## src/rtl/run_controller.sv

```systemverilog
// run_controller: debounced run/step front panel driving a core clock enable with PC breakpoint and retired-instruction count.
module run_controller_deb #(
    parameter int DEB_CYCLES = 16
) (
    input  logic clk,
    input  logic rst,
    input  logic din,
    output logic dout
);
    localparam int CW = $clog2(DEB_CYCLES + 1);
    logic [1:0]    sync;
    logic [CW-1:0] cnt;
    always_ff @(posedge clk or negedge rst) begin
        if (!rst) begin
            sync <= '0;
            cnt  <= '0;
            dout <= 1'b0;
        end else begin
            sync <= {sync[0], din};
            if (sync[1] == dout)
                cnt <= '0;
            else if (cnt == CW'(DEB_CYCLES - 1)) begin
                dout <= sync[1];
                cnt  <= '0;
            end else
                cnt <= cnt + 1'b1;
        end
    end
endmodule

module run_controller #(
    parameter int DEB_CYCLES = 16
) (
    input  logic        clk,
    input  logic        rst,
    input  logic        sw_run,
    input  logic        btn_step,
    input  logic        bp_enable,
    input  logic [31:0] bp_addr,
    input  logic [31:0] pc_address,
    input  logic        count_clr,
    output logic        core_en,
    output logic [1:0]  state,
    output logic        bp_hit,
    output logic [31:0] instr_count
);
    typedef enum logic [1:0] {IDLE = 2'b00, RUN = 2'b01, STEP = 2'b10, BRK = 2'b11} state_t;
    state_t st, st_nxt;
    logic   run_f, step_f, step_prev, step_pulse, armed, match;

    run_controller_deb #(.DEB_CYCLES(DEB_CYCLES)) u_run_deb  (.clk(clk), .rst(rst), .din(sw_run),   .dout(run_f));
    run_controller_deb #(.DEB_CYCLES(DEB_CYCLES)) u_step_deb (.clk(clk), .rst(rst), .din(btn_step), .dout(step_f));

    assign step_pulse = step_f && !step_prev;
    assign match      = bp_enable && armed && (pc_address == bp_addr);
    assign core_en    = (st == STEP) || (st == RUN && !match);
    assign state      = st;
    assign bp_hit     = (st == BRK);

    always_comb begin
        st_nxt = st;
        case (st)
            IDLE:    st_nxt = run_f ? RUN : step_pulse ? STEP : IDLE;
            STEP:    st_nxt = run_f ? RUN : IDLE;
            RUN:     st_nxt = match ? BRK : run_f ? RUN : IDLE;
            default: st_nxt = step_pulse ? STEP : run_f ? BRK : IDLE;
        endcase
    end

    // armed is held low outside RUN so every entry to RUN starts disarmed
    always_ff @(posedge clk or negedge rst) begin
        if (!rst) begin
            st          <= IDLE;
            armed       <= 1'b0;
            step_prev   <= 1'b0;
            instr_count <= '0;
        end else begin
            st          <= st_nxt;
            armed       <= (st == RUN) && (armed || core_en);
            step_prev   <= step_f;
            instr_count <= count_clr ? '0 : instr_count + {31'b0, core_en};
        end
    end
endmodule

```

## config.mk

```make
export PLATFORM = sky130hd
export DESIGN_NAME = run_controller
export DESIGN_NICKNAME = d
export VERILOG_FILES = /design/src/rtl/run_controller.sv
export SDC_FILE = /design/constraint.sdc
export NUM_CORES = 1
export LEC_CHECK = 0
export CORE_UTILIZATION = 43
export CTS_BUF_LIST = sky130_fd_sc_hd__clkbuf_8
export CTS_CLUSTER_DIAMETER = 200
export DETAILED_ROUTE_END_ITERATION = 8
export PLACE_DENSITY = 0.79
export SLEW_MARGIN = 20
export SYNTH_ARGS = -nofsm -noshare
export SYNTH_HDL_FRONTEND = slang
export SYNTH_SLANG_ARGS = --single-unit
```

## constraint.sdc

```tcl
create_clock -name clk -period 6.2 [get_ports clk]
set_input_delay 0.62 -clock clk [delete_from_list [all_inputs] [get_ports clk]]
set_output_delay 0.62 -clock clk [all_outputs]
set_load 0.01 [all_outputs]
```

==> run metrics <==
Port Buf Inserts=105; synth top area cells=dfrtp_1 47%, xnor2_1 12%, xor2_1 8.0%; Worst Tran Pin Value=638.5 ps; Critical Path Fanout Max=3; row cnt=28; pre-CTS setup slack=2824 ps; total CTS buffers=5; final worst-path setup slack=2871 ps; Die Area=6711 um2; post-DR vias/cell=5.119; adder-cell share of the synthesized area=0.01822; Syn Nets=344; die outline height=81.92 um; Primary FF master, synth=dfrtp_1; Min Hold Slack=359.1 ps; flip-flop and latch count after synthesis=52; Pleak=1.626 nW; Synth top area share=0.4738; initial antenna violation count=0; Post-Syn Area=2746 um2; Synth Area in Simple Gates=0.2410; status=finished clean; Fin. Hold Viols=0; postcts setup bufs=0; highest-count cells in the layout ignoring fill and taps=103 x clkdlybuf4s50_1, 52 x dfrtp_1, 40 x nor2_1; Peak Freq=300.4 MHz; nets=452; GP Congestion=0.8095; Fin Clk Skew=10.62 ps; Avg Cell Area, Syn=10.17 um2; IO Pins=106; share of post-route cells with drive strength above 1=0.05805; cell taking the most area after synthesis=dfrtp_1; first-pass GRT wire length=9936 um; Hold Buf Count CTS=0; register area share after synthesis=0.4738; worst vdd ir=0.0001268 V; PostCTS Resize Cnt=0; area grow syn2layout=43.92%; fin crit period=3329 ps; RSZ-0062 raised after global routing=no; Reg clk slew, reported paths=100 ps; number of setup violations in the final report=0; Synth async-reset ratio=1.000; relative slew slack=0.5744; number of synthesized flops with an enable pin=0; Pwr Total=0.6258 mW; power density cells=158.3 nW/um2; drt first pass iters=4; largest net degree at the start of global routing=53; vias in the first global route=2205; CTS root buf=clkbuf_8; DPL Wire Length=4829 um; max cap viols=0; CORE AREA=6026 um2; H-tree Lvls=2; Antenna Nets Post-Route=0; 1st-iter DRT viols=64; drt total wl=6442 um; CTS Buffer Depth=2; final core occ=0.6559; largest family of logic cells by synthesized area=simple AND/OR/NAND/NOR gates; Total Routing Usage GR=0.1953; Setup CP Type=input pin to output pin; Compound-Gate Fraction of Synth Area=0.03417; post-synthesis mux area share=0.008200; CP startpoint kind=input pin; CTS sink cnt=52; TNS Setup=0 ps; Die X=81.92 um; Critical Path RT=5580 ps; global route total overflow=0; Unique masters post-synth=33; Slew Viols, Final=0; Routed WL per cell=14.19 um; yosys warns=0; Initial Util=0.4558; # diodes=0; via count=2324; most common cell after layout, fill and taps aside=clkdlybuf4s50_1; Worst setup EP type=output pin; min-delay worst type=flip-flop to flip-flop; Skew-Pair Late Insertion Delay=310 ps; r2r setup slk=3740 ps; Critical Path AT=2710 ps; TritonCTS clock tree=built; DR DRC count=0; Syn Inst Count=270; area share of xor/xnor cells in the synthesized design=0.2041; Final period util=0.5370
## final timing paths
check	start	to	depth (start not counted)
min reg2reg	u_step_deb.sync[0]$_DFF_PN0_	u_step_deb.sync[1]$_DFF_PN0_	0
min in group asynchronous	rst	instr_count[9]$_DFF_PN0_	2
min	u_step_deb.sync[0]$_DFF_PN0_	u_step_deb.sync[1]$_DFF_PN0_	0
max	bp_addr[7]	core_en	7
max reg2reg	armed$_DFF_PN0_	instr_count[31]$_DFF_PN0_	10
max in group asynchronous	rst	armed$_DFF_PN0_	2
## flip-flops by register name, summed over array words and instances (netlist names)
| signal | flops |
|---|---|
| u_run_deb.cnt | 5 |
| u_step_deb.dout | 1 |
| armed | 1 |
| state | 2 |
| instr_count | 32 |
| step_prev | 1 |
| u_run_deb.sync | 2 |
| u_run_deb.dout | 1 |
| u_step_deb.sync | 2 |
| u_step_deb.cnt | 5 |
## critical path, stage by stage
cell	delay, ps
clkdlybuf4s50_1	410
xor2_1	170
a211o_1	260
nor4_1	300
nand4_1	200
a21o_1	260
clkdlybuf4s50_1	480
## power by group
part	leakage, nW	internal (mW)	switching, mW
logic	0.869	0.0540	0.0291
clock network	0.0445	0.0803	0.116
registers	0.712	0.343	0.00307
total	1.63	0.478	0.148
## Yosys cell counts (all sizes together) (4+ instances only)
cell	count
a21oi	4
and4	4
ha	4
xnor2	39
clkbuf	4
and2	6
nand4	16
o21ai	5
inv	8
xor2	25
nand2	13
nor3	5
and3	4
nand3	15
nor4	11
dfrtp	52
nor2	40
## layer usage
metal  track usage  vias up  part of all wire
met1        0.2271     1087              0.41
met2        0.3463       95              0.46
met4       0.04211        0            0.0082
met3       0.06556        6              0.13
met5             0        -                 0
li1              -     1136                 -
## metrics by stage
stage | cell area, um2 | cells
finish | 3953 | 454
CTS | 3958 | 454
global route | 3953 | 454
detailed placement | 3867 | 446
global placement | 3867 | 446
floorplan | 2746 | 270
## final cells by class
class,count,area [um2]
Fill cell,495,2073
Multi-Input combinational cell,205,1389
Sequential cell,52,1301
Timing Repair Buffer,106,1049
Tap cell,75,93.84
Clock buffer,5,68.82
Inverter,8,30.03
Clock inverter,3,21.27
## cell families (layout without fill, tap and decap cells)
family / count (synthesis) / after routing
adder cells (fa/ha/maj): 4 / 4
flip-flops: 52 / 52
buffers and inverters: 13 / 122
AO/OA/AOI/OAI: 15 / 15
AND/OR/NAND/NOR: 120 / 120
XOR/XNOR: 64 / 64
multiplexers: 2 / 2
(Power assumes the default switching activity.)
